[src/rtl/music_sequencer_if.sv]
//==============================================================================
// Module   : music_sequencer_if
// Brief    : Control, tone and note-divider bundle of the beat sequencer.
// Revision : 1.0
//==============================================================================
`default_nettype none

interface music_sequencer_if #(
  parameter int N_CH   = 2,
  parameter int BEAT_W = 12,
  parameter int TONE_W = 32,
  parameter int DIV_W  = 22
);
  logic                     i_play;
  logic                     i_loop;
  logic                     i_restart;
  logic [N_CH*TONE_W-1:0]   i_tone_in;
  logic [BEAT_W-1:0]        o_ibeat;
  logic                     o_beat_tick;
  logic                     o_done;
  logic [N_CH*DIV_W-1:0]    o_note_div;
  logic                     o_div_valid;

  modport master (
    output i_play, i_loop, i_restart, i_tone_in,
    input  o_ibeat, o_beat_tick, o_done, o_note_div, o_div_valid
  );

  modport slave (
    input  i_play, i_loop, i_restart, i_tone_in,
    output o_ibeat, o_beat_tick, o_done, o_note_div, o_div_valid
  );
endinterface

`default_nettype wire

[src/rtl/music_sequencer.sv]
//==============================================================================
// Module   : music_sequencer
// Brief    : Tempo/beat sequencer plus shared iterative tone-to-divider converter.
// Revision : 1.0
//==============================================================================
`default_nettype none

module music_sequencer #(
  parameter int N_CH      = 2,
  parameter int LEN       = 1535,
  parameter int BEAT_W    = 12,
  parameter int TEMPO_DIV = 4194304,
  parameter int NUM       = 50000000,
  parameter int TONE_W    = 32,
  parameter int DIV_W     = 22
) (
  input  logic              clk,
  input  logic              rst,
  music_sequencer_if.slave  bus
);

  localparam int CNT_W = (TEMPO_DIV > 1) ? $clog2(TEMPO_DIV) : 1;
  localparam int CH_W  = (N_CH > 1) ? $clog2(N_CH) : 1;
  localparam int BIT_W = $clog2(TONE_W + 1);

  localparam logic [CNT_W-1:0]  c_CNT_LAST = CNT_W'(TEMPO_DIV - 1);
  localparam logic [BEAT_W-1:0] c_LEN      = BEAT_W'(LEN);
  localparam logic [TONE_W-1:0] c_NUM      = TONE_W'(NUM);
  localparam logic [TONE_W-1:0] c_SAT      = TONE_W'((64'd1 << DIV_W) - 64'd1);
  localparam logic [BIT_W-1:0]  c_BIT_LAST = BIT_W'(TONE_W - 1);
  localparam logic [CH_W-1:0]   c_CH_LAST  = CH_W'(N_CH - 1);

  typedef enum logic [1:0] {
    S_IDLE  = 2'd0,
    S_LOAD  = 2'd1,
    S_DIV   = 2'd2,
    S_STORE = 2'd3
  } state_t;

  logic [CNT_W-1:0]   r_cnt;
  logic [BEAT_W-1:0]  r_ibeat;
  logic               r_tick;
  logic               r_done;
  logic               r_pending;
  logic               w_run;
  logic               w_adv;

  state_t             r_state;
  state_t             w_state_nx;
  logic               w_pend_clr;
  logic               w_ch_clr;
  logic               w_ch_inc;
  logic               w_store;
  logic               w_publish;

  logic [CH_W-1:0]    r_ch;
  logic [TONE_W-1:0]  r_tone;
  logic [TONE_W-1:0]  r_quo;
  logic [TONE_W-1:0]  r_rem;
  logic [BIT_W-1:0]   r_bit;
  logic [DIV_W-1:0]   r_shadow [N_CH];
  logic [N_CH*DIV_W-1:0] r_note;
  logic               r_valid;

  logic [TONE_W-1:0]  w_tone_sel;
  logic [TONE_W:0]    w_shift;
  logic               w_ge;
  logic [DIV_W-1:0]   w_res;
  logic [N_CH*DIV_W-1:0] w_note_nx;

  // ---------------- tempo / beat index ----------------
  assign w_run = bus.i_play && !r_done && !bus.i_restart;
  assign w_adv = w_run && (r_cnt == c_CNT_LAST) && ((r_ibeat < c_LEN) || bus.i_loop);

  always_ff @(posedge clk) begin
    if (rst) begin
      r_cnt   <= '0;
      r_ibeat <= '0;
      r_tick  <= 1'b0;
      r_done  <= 1'b0;
    end else begin
      r_tick <= 1'b0;
      if (bus.i_restart) begin
        r_cnt   <= '0;
        r_ibeat <= '0;
        r_done  <= 1'b0;
      end else if (w_run) begin
        if (r_cnt == c_CNT_LAST) begin
          r_cnt <= '0;
          if (r_ibeat < c_LEN) begin
            r_ibeat <= r_ibeat + 1'b1;
            r_tick  <= 1'b1;
          end else if (bus.i_loop) begin
            r_ibeat <= '0;
            r_tick  <= 1'b1;
          end else begin
            r_done <= 1'b1;
          end
        end else begin
          r_cnt <= r_cnt + 1'b1;
        end
      end
    end
  end

  // A new request wins over the converter consuming the previous one
  always_ff @(posedge clk) begin
    if (rst) begin
      r_pending <= 1'b1;
    end else if (bus.i_restart || w_adv) begin
      r_pending <= 1'b1;
    end else if (w_pend_clr) begin
      r_pending <= 1'b0;
    end
  end

  // ---------------- converter FSM ----------------
  always_ff @(posedge clk) begin
    if (rst) begin
      r_state <= S_IDLE;
    end else begin
      r_state <= w_state_nx;
    end
  end

  always_comb begin
    w_state_nx = r_state;
    w_pend_clr = 1'b0;
    w_ch_clr   = 1'b0;
    w_ch_inc   = 1'b0;
    w_store    = 1'b0;
    w_publish  = 1'b0;
    if (r_pending) begin
      w_state_nx = S_LOAD;
      w_pend_clr = 1'b1;
      w_ch_clr   = 1'b1;
    end else begin
      case (r_state)
        S_IDLE:  w_state_nx = S_IDLE;
        S_LOAD:  w_state_nx = S_DIV;
        S_DIV:   if (r_bit == c_BIT_LAST) w_state_nx = S_STORE;
        S_STORE: begin
          w_store = 1'b1;
          if (r_ch == c_CH_LAST) begin
            w_publish  = 1'b1;
            w_state_nx = S_IDLE;
          end else begin
            w_ch_inc   = 1'b1;
            w_state_nx = S_LOAD;
          end
        end
        default: w_state_nx = S_IDLE;
      endcase
    end
  end

  // ---------------- restoring divider datapath ----------------
  assign w_tone_sel = bus.i_tone_in[int'(r_ch)*TONE_W +: TONE_W];
  assign w_shift    = {r_rem, r_quo[TONE_W-1]};
  assign w_ge       = (w_shift >= {1'b0, r_tone});
  assign w_res      = (r_tone == '0)  ? '0 :
                      (r_quo > c_SAT) ? c_SAT[DIV_W-1:0] : r_quo[DIV_W-1:0];

  // Last channel goes straight from the divider so note_div updates atomically
  for (genvar k = 0; k < N_CH; k++) begin : g_pack
    if (k == N_CH - 1) begin : g_last
      assign w_note_nx[k*DIV_W +: DIV_W] = w_res;
    end else begin : g_shadow
      assign w_note_nx[k*DIV_W +: DIV_W] = r_shadow[k];
    end
  end

  always_ff @(posedge clk) begin
    if (rst) begin
      r_ch    <= '0;
      r_tone  <= '0;
      r_quo   <= '0;
      r_rem   <= '0;
      r_bit   <= '0;
      r_note  <= '0;
      r_valid <= 1'b0;
      for (int k = 0; k < N_CH; k++) r_shadow[k] <= '0;
    end else begin
      r_valid <= w_publish;
      if (w_ch_clr) begin
        r_ch <= '0;
      end else if (w_ch_inc) begin
        r_ch <= r_ch + 1'b1;
      end
      if (r_state == S_LOAD) begin
        r_tone <= w_tone_sel;
        r_quo  <= c_NUM;
        r_rem  <= '0;
        r_bit  <= '0;
      end else if (r_state == S_DIV) begin
        r_rem <= w_ge ? (w_shift[TONE_W-1:0] - r_tone) : w_shift[TONE_W-1:0];
        r_quo <= {r_quo[TONE_W-2:0], w_ge};
        r_bit <= r_bit + 1'b1;
      end
      if (w_store) r_shadow[r_ch] <= w_res;
      if (w_publish) r_note <= w_note_nx;
    end
  end

  assign bus.o_ibeat     = r_ibeat;
  assign bus.o_beat_tick = r_tick;
  assign bus.o_done      = r_done;
  assign bus.o_note_div  = r_note;
  assign bus.o_div_valid = r_valid;

endmodule

`default_nettype wire
[src/flat_wrapper.sv]
// flat-port wrapper written by rule: the top's interface ports become plain ports
module music_sequencer_flat 
#(
  parameter int N_CH      = 2,
  parameter int LEN       = 1535,
  parameter int BEAT_W    = 12,
  parameter int TEMPO_DIV = 4194304,
  parameter int NUM       = 50000000,
  parameter int TONE_W    = 32,
  parameter int DIV_W     = 22
)
  (clk, rst, bus_i_play, bus_i_loop, bus_i_restart, bus_i_tone_in, bus_o_ibeat, bus_o_beat_tick, bus_o_done, bus_o_note_div, bus_o_div_valid);
  music_sequencer_if #(.N_CH(N_CH), .BEAT_W(BEAT_W), .TONE_W(TONE_W), .DIV_W(DIV_W)) bus_i ();
  input  logic clk;
  input  logic rst;
  input wire logic [$bits(bus_i.i_play)-1:0] bus_i_play;
  input wire logic [$bits(bus_i.i_loop)-1:0] bus_i_loop;
  input wire logic [$bits(bus_i.i_restart)-1:0] bus_i_restart;
  input wire logic [$bits(bus_i.i_tone_in)-1:0] bus_i_tone_in;
  output wire logic [$bits(bus_i.o_ibeat)-1:0] bus_o_ibeat;
  output wire logic [$bits(bus_i.o_beat_tick)-1:0] bus_o_beat_tick;
  output wire logic [$bits(bus_i.o_done)-1:0] bus_o_done;
  output wire logic [$bits(bus_i.o_note_div)-1:0] bus_o_note_div;
  output wire logic [$bits(bus_i.o_div_valid)-1:0] bus_o_div_valid;
  assign bus_i.i_play = bus_i_play;
  assign bus_i.i_loop = bus_i_loop;
  assign bus_i.i_restart = bus_i_restart;
  assign bus_i.i_tone_in = bus_i_tone_in;
  assign bus_o_ibeat = bus_i.o_ibeat;
  assign bus_o_beat_tick = bus_i.o_beat_tick;
  assign bus_o_done = bus_i.o_done;
  assign bus_o_note_div = bus_i.o_note_div;
  assign bus_o_div_valid = bus_i.o_div_valid;
  music_sequencer #(.N_CH(N_CH), .LEN(LEN), .BEAT_W(BEAT_W), .TEMPO_DIV(TEMPO_DIV), .NUM(NUM), .TONE_W(TONE_W), .DIV_W(DIV_W)) u_core (.clk(clk), .rst(rst), .bus(bus_i));
endmodule
[config.mk]
export PLATFORM = sky130hd
export DESIGN_NAME = music_sequencer_flat
export DESIGN_NICKNAME = d
export VERILOG_FILES = /design/src/rtl/music_sequencer_if.sv /design/src/rtl/music_sequencer.sv /design/src/flat_wrapper.sv
export SDC_FILE = /design/constraint.sdc
export NUM_CORES = 1
export LEC_CHECK = 0
export ABC_AREA = 1
export CAP_MARGIN = 20
export CORE_MARGIN = 3
export CORE_UTILIZATION = 32
export CTS_CLUSTER_SIZE = 8
export DETAILED_ROUTE_END_ITERATION = 16
export GPL_ROUTABILITY_DRIVEN = 0
export PLACE_DENSITY = 0.61
export SETUP_SLACK_MARGIN = 0.15
export SYNTH_ARGS = -nofsm -noshare
export SYNTH_HDL_FRONTEND = slang
export SYNTH_SLANG_ARGS = --single-unit
[constraint.sdc]
create_clock -name clk -period 2.2 [get_ports clk]
set_input_delay 0.33 -clock clk [delete_from_list [all_inputs] [get_ports clk]]
set_output_delay 0.33 -clock clk [all_outputs]
set_load 0.02 [all_outputs]
; Word level (Yosys, flattened, before mapping)
; Memory sizes are Yosys's and may differ from the RTL's. A register that Yosys moved wholly into a read port is not among the register bits.
; Cells that the tools add are included.
[totals]
ff_bits = 187
ramBits = 44
input_bits = 69
out_inout_bits = 59
word_cells = 88
n_memories = 1
[mem_list]
columns = memory, depth, word_bits, rd, rd_ports_with_merged_regs, write_ports, line_no
row1 = u_core.r_shadow, 2, 22, 1, 1, 2, music_sequencer.sv:61  ; logic [DIV_W-1:0] r_shadow [N_CH];
[op_classes]
n_addsub = 5
order_cmp = 3
n_eq_ne = 7
shift = 1
mux = 31
bitwise_logic = 4
reduce_logical = 21
[ops]
columns = op, n
row1 = $mux 22, 4
row2 = $shiftx 64x7->32, 1
row3 = $mux 26, 2
row4 = $ge 33x32->1, 1
row5 = $gt 32x22->1 const B, 1
row6 = $logic_not 32->1, 1
row7 = $mux 32, 1
row8 = $sub 32x32->32, 1
row9 = $mux 12, 2
row10 = $add 22x1->22 const B, 1
row11 = $eq 22x22->1 const B, 1
row12 = $reduce_or 22->1, 1
row13 = $mux 1, 20
row14 = $add 12x1->12 const B, 1
row15 = $lt 12x11->1 const B, 1
row16 = $reduce_or 2->1, 5
row17 = $pmux 2 s4, 1
row18 = $add 6x1->6 const B, 1
row19 = $eq 6x5->1 const B, 1
row20 = $eq 2x2->1 const B, 2
row21 = $logic_and 1x1->1, 4
row22 = $not 1->1, 4
row23 = $reduce_and 4->1, 1
row24 = $reduce_bool 2->1, 2
row25 = 10 further kinds, 12

; Logic depth before layout (Yosys ltp)
[logic_depth]
ltp_word = 8
mapped_depth = 17
mapped_depth_nobuf = 17

; Worst setup path before layout
; Ideal clock, no wire load.
[synth_path]
path_type = register to register
from = register u_core.r_tone[18]
to = register u_core.r_rem[9]
setup_time_ns = 0.128
t_arrival_ns = 1.872
required_time_ns = 2.072
slack_ns = 0.200
path_stages_with_launch = 16
path_buffers = 0
period_less_slack_ns = 2.000
path_cell_list = dfxtp_1 -> inv_1 -> ha_1 -> nand2_1 -> nor2_1 -> nand2_1 -> nor2_1 -> nand2_1 -> nor2_4 -> nor2_8 -> nand2_4 -> inv_2 -> nand2_2 -> nor2_1 -> nor2_1 -> nor2_1
[synth_between]
elab_chain_cells = 2
[synth_lines]
columns = item, line_no
row1 = "start, declared", music_sequencer.sv:57  ; logic [TONE_W-1:0] r_tone;
row2 = "start signal, assigned", music_sequencer.sv:191  ; r_tone <= w_tone_sel;
row3 = $ge 33x32->1, music_sequencer.sv:160  ; assign w_ge = (w_shift >= {1'b0, r_tone});
row4 = $mux 32, music_sequencer.sv:196  ; r_rem <= w_ge ? (w_shift[TONE_W-1:0] - r_tone) : w_shift[TONE_W-1:0];
row5 = "end signal, assigned", music_sequencer.sv:196
row6 = "end, declared", music_sequencer.sv:59  ; logic [TONE_W-1:0] r_rem;
; Every way passes these cells.
; A chain may end at the register's enable or synchronous reset.

; Worst setup path in the final report
[layout_path]
from = register u_core.r_tone[20]
to = register u_core.r_rem[10]
; Same word-level chain as after synthesis.

==> out/qor.txt <==
Max Root-Sink Buffers -> 3
sum of routed wire segments on met1 -> 16.8 mm
FF+latch count, synth -> 209
synth top area cells -> dfxtp_1 (33%), nand2_1 (13%), nor2_1 (7.1%), inv_1 (6.9%), o21ai_0 (6.0%)
Slew @ Worst Pin -> 0.468 ns
slowest stage delay, CP -> 0.33 ns
max_cap viols -> 0
initial drt markers -> 790
Avg Inst Size Synth -> 6.86 sq um
top_reg_cell synth -> dfxtp_1
vias in the first global route -> 11.1k
Final Hold Viols -> 0
Synth cell types -> 49
Met3 Wirelength -> 1.84 mm
max layer used -> met4
# nets final -> 2009
largest area contributor in the netlist -> dfxtp_1
Seq pwr share -> 40.2%
Yosys top cell area share -> 33.5%
Hold Path Class -> input pin to register
ratio of cells with drive above 1 in the final layout -> 23.0%
DRC Markers -> 0
pin count of the biggest net entering global routing -> 68
Final period util -> 97.0%
Hold Buf Count CTS -> 0
Root Buffer -> clkbuf_16
register area share after synthesis -> 39.4%
FFs w/ async S/R, synth -> 0%
FMAX -> 468 MHz
part of the power in the clock network -> 40.8%
WL/cell -> 14.8 um
peak supply drop -> 0.514 mV
Slew HR -> 68.8%
Crit path max-delay family -> simple AND/OR/NAND/NOR gates
starting density of the core -> 32.9%
Die Area -> 0.0372 sq mm
Post-Route WL -> 35.0 mm
Placement Rows -> 67
most frequent CP cell -> nand2_1
crit path max-delay cell type -> dfxtp_2
Slew Limit Fails -> 0
CTS tree -> done
Post-Place Cells -> 2292
Crit Path Class -> register to register
critical path buffer and inverter count -> 4
core region area -> 0.0340 sq mm
Pwr per Cell Area -> 623 mW/mm^2
Syn-to-layout area delta -> 42.7%
outcome -> finished, final reports clean
Pleak -> 6.76 nW
RSZ-0062 raised after global routing -> true
Internal -> 7.22 mW
Critical Path AT -> 2.57 ns
yosys warns -> 0
total power -> 9.94 mW
Synth Cell Area -> 0.0112 sq mm
switching power total -> 2.73 mW
worst-path maximum fanout -> 6
Die Span Y -> 193 um
Worst EP required -> 2.63 ns
# setup viols final -> 0
met2 wire length -> 15.7 mm
IO Pins -> 128
post-DP HPWL -> 24.7 mm
Worst-path clk slew -> 0.05 ns
EDFF count, synth -> 22
Worst Setup Start Kind -> register
Syn Inst Count -> 1630
Via density -> 4.87
CTS Buf Count -> 30
Clock Skew -> 0.0136 ns
fillers -> 3385
Sw Ratio -> 27.4%
Cell Count, Final, Fillers Out -> 2360
fin crit period -> 2.13 ns
Die Wd -> 193 um
clock latency on the worst-skew pair -> 0.55 ns
combinational fraction of design power -> 19.1%
initial antenna violation count -> 0
Syn Nets -> 1738
Cell Chain, Critical Path -> inv_2, ha_4, buf_6, nand2_4, nand2_4, inv_2, nand2_2, nand2_1, nand2_1, nand2_1, nand2_2, nor2_8, nand2_8, buf_12, nand2_1, o21ai_0, nor2_1, nor2_1
ANT cells -> 0
GRT Residual Overflow -> 0
ANT nets after route -> 0
clock sink total -> 209
gr usage total -> 17.9%
first drt pass iteration count -> 5
# H-tree levels -> 1
IO Port Bufs -> 127
first-pass GRT wire length -> 55.0 mm
CP endpoint kind -> register
DR vias -> 11.5k
==> per-layer routing <==
metal  GRT usage [%]  up-vias
li1                -     5877
met1            25.6     5282
met2            29.1      306
met3            2.07       39
met4            4.09        0
met5               0        -
==> cells in the mapped netlist (15+ instances only) <==
cell type    n
edfxtp_1    22
o32ai_1     31
a21oi_1    122
dfxtp_1    187
nor2_1     212
nand3_1     75
nand3b_1    15
clkbuf_1    47
o21ai_0    133
inv_1      206
nand4_1     20
nor3_1      21
ha_1        38
nand2_1    385
==> path summary, 6_finish.rpt <==
check | depth (start not counted) | endpoint | slack (ns) | start
worst max-delay path | 18 | u_core.r_rem[10]$_SDFFE_PP0N_ | 0.07 | u_core.r_tone[20]$_SDFFE_PP0P_
worst min-delay path | 2 | u_core.r_quo[7]$_SDFFE_PP0P_ | 0.12 | rst
worst max register to register | 18 | u_core.r_rem[10]$_SDFFE_PP0N_ | 0.07 | u_core.r_tone[20]$_SDFFE_PP0P_
worst min register to register | 1 | u_core.r_cnt[0]$_SDFFE_PP0P_ | 0.46 | u_core.r_cnt[0]$_SDFFE_PP0P_
==> layout by cell type, fill, tap and decap left out, types with 6 or more instances in the layout <==
cell	synthesis	routed
o32ai_1	31	31
nand4_1	20	20
nand3_2	1	16
nor3_1	21	18
a21oi_2	0	11
o21ai_2	1	15
inv_2	8	34
xor2_1	9	9
nand3b_1	15	15
nor2_2	4	12
edfxtp_1	22	22
xnor2_1	6	6
nand3_1	75	60
nand2_2	6	41
buf_4	2	160
ha_4	0	30
a21oi_1	122	111
clkbuf_16	0	33
o21ai_0	133	119
clkdlybuf4s50_1	0	126
dfxtp_1	187	160
dfxtp_2	0	24
nor2_1	212	192
ha_1	38	6
buf_12	0	6
nor4_1	11	9
nand2_4	3	11
clkbuf_1	47	10
nor2_4	1	13
inv_1	206	179
nand2_1	385	341
==> final cells by class <==
| class | count | area (sq um) | share of cell area (%) |
|---|---|---|---|
| Inverter | 218 | 823 | 5.16 |
| Multi-Input combinational cell | 1142 | 6600 | 41.4 |
| Clock buffer | 40 | 788 | 4.94 |
| Tap cell | 448 | 561 | 3.51 |
| Timing Repair Buffer | 300 | 2710 | 17.0 |
| Sequential cell | 209 | 4450 | 27.9 |
| Clock inverter | 3 | 26.3 | 0.165 |
==> worst register-to-register path: stages, from the launching register on <==
cell     delay, ns
dfxtp_2       0.33
inv_2         0.06
ha_4          0.26
buf_6         0.13
nand2_4       0.06
nand2_4       0.06
inv_2         0.06
nand2_2       0.05
nand2_1       0.06
nand2_1       0.06
nand2_1       0.08
nand2_2       0.09
nor2_8        0.18
nand2_8       0.12
buf_12        0.16
nand2_1       0.06
o21ai_0       0.07
nor2_1        0.10
nor2_1        0.04
==> per-stage QoR <==
stage	instance area [sq um]	setup WS (ns)	hold slack [ns]	utilization, %	setup TNS, ns
floorplan	11200	0.200	0.440	-	0
global placement	13900	-0.234	0.456	41.1	-9.29
detailed placement	13900	-0.198	0.461	41.1	-7.10
CTS	15400	0.0983	0.0702	45.2	0
global route	16000	-0.0597	0.101	47.0	-0.780
finish	16000	0.0652	0.115	47.0	0
==> power groups by stage <==
stage	logic [mW]	registers (mW)	clock network [mW]
detailed placement	1.53	4.06	0
global route	2.05	4.00	4.34
floorplan	0.811	4.05	0
CTS	1.68	3.99	4.19
finish	1.89	4.00	4.05
global placement	1.53	4.06	0
==> what timing repair did <==
action                                  4_1_cts  5_1_grt
endpoints found under the setup margin       77       75
cloned                                        0        5
resized for setup                           114      136
buffers inserted                              9       11
pin swaps                                    16       40
==> cell families after synthesis <==
group | Yosys count | share of synthesized area [%]
compound gates | 322 | 16.2
xor+xnor | 15 | 1.18
fa+ha+maj | 39 | 4.43
buf+inv | 281 | 9.62
flops | 209 | 39.4
simple gates | 764 | 29.2
==> state kept, by name, indices dropped and copies added (netlist names) <==
name / count
u_core.bus.o_note_div: 44
u_core.r_quo: 32
u_core.r_rem: 32
u_core.r_tone: 32
u_core.r_cnt: 22
u_core.r_shadow: 22
u_core.bus.o_ibeat: 12
u_core.r_bit: 6
u_core.r_state: 2
u_core.bus.o_beat_tick: 1
u_core.bus.o_div_valid: 1
u_core.bus.o_done: 1
u_core.r_ch: 1
u_core.r_pending: 1
Note: power is estimated with default switching activity, not from simulation.
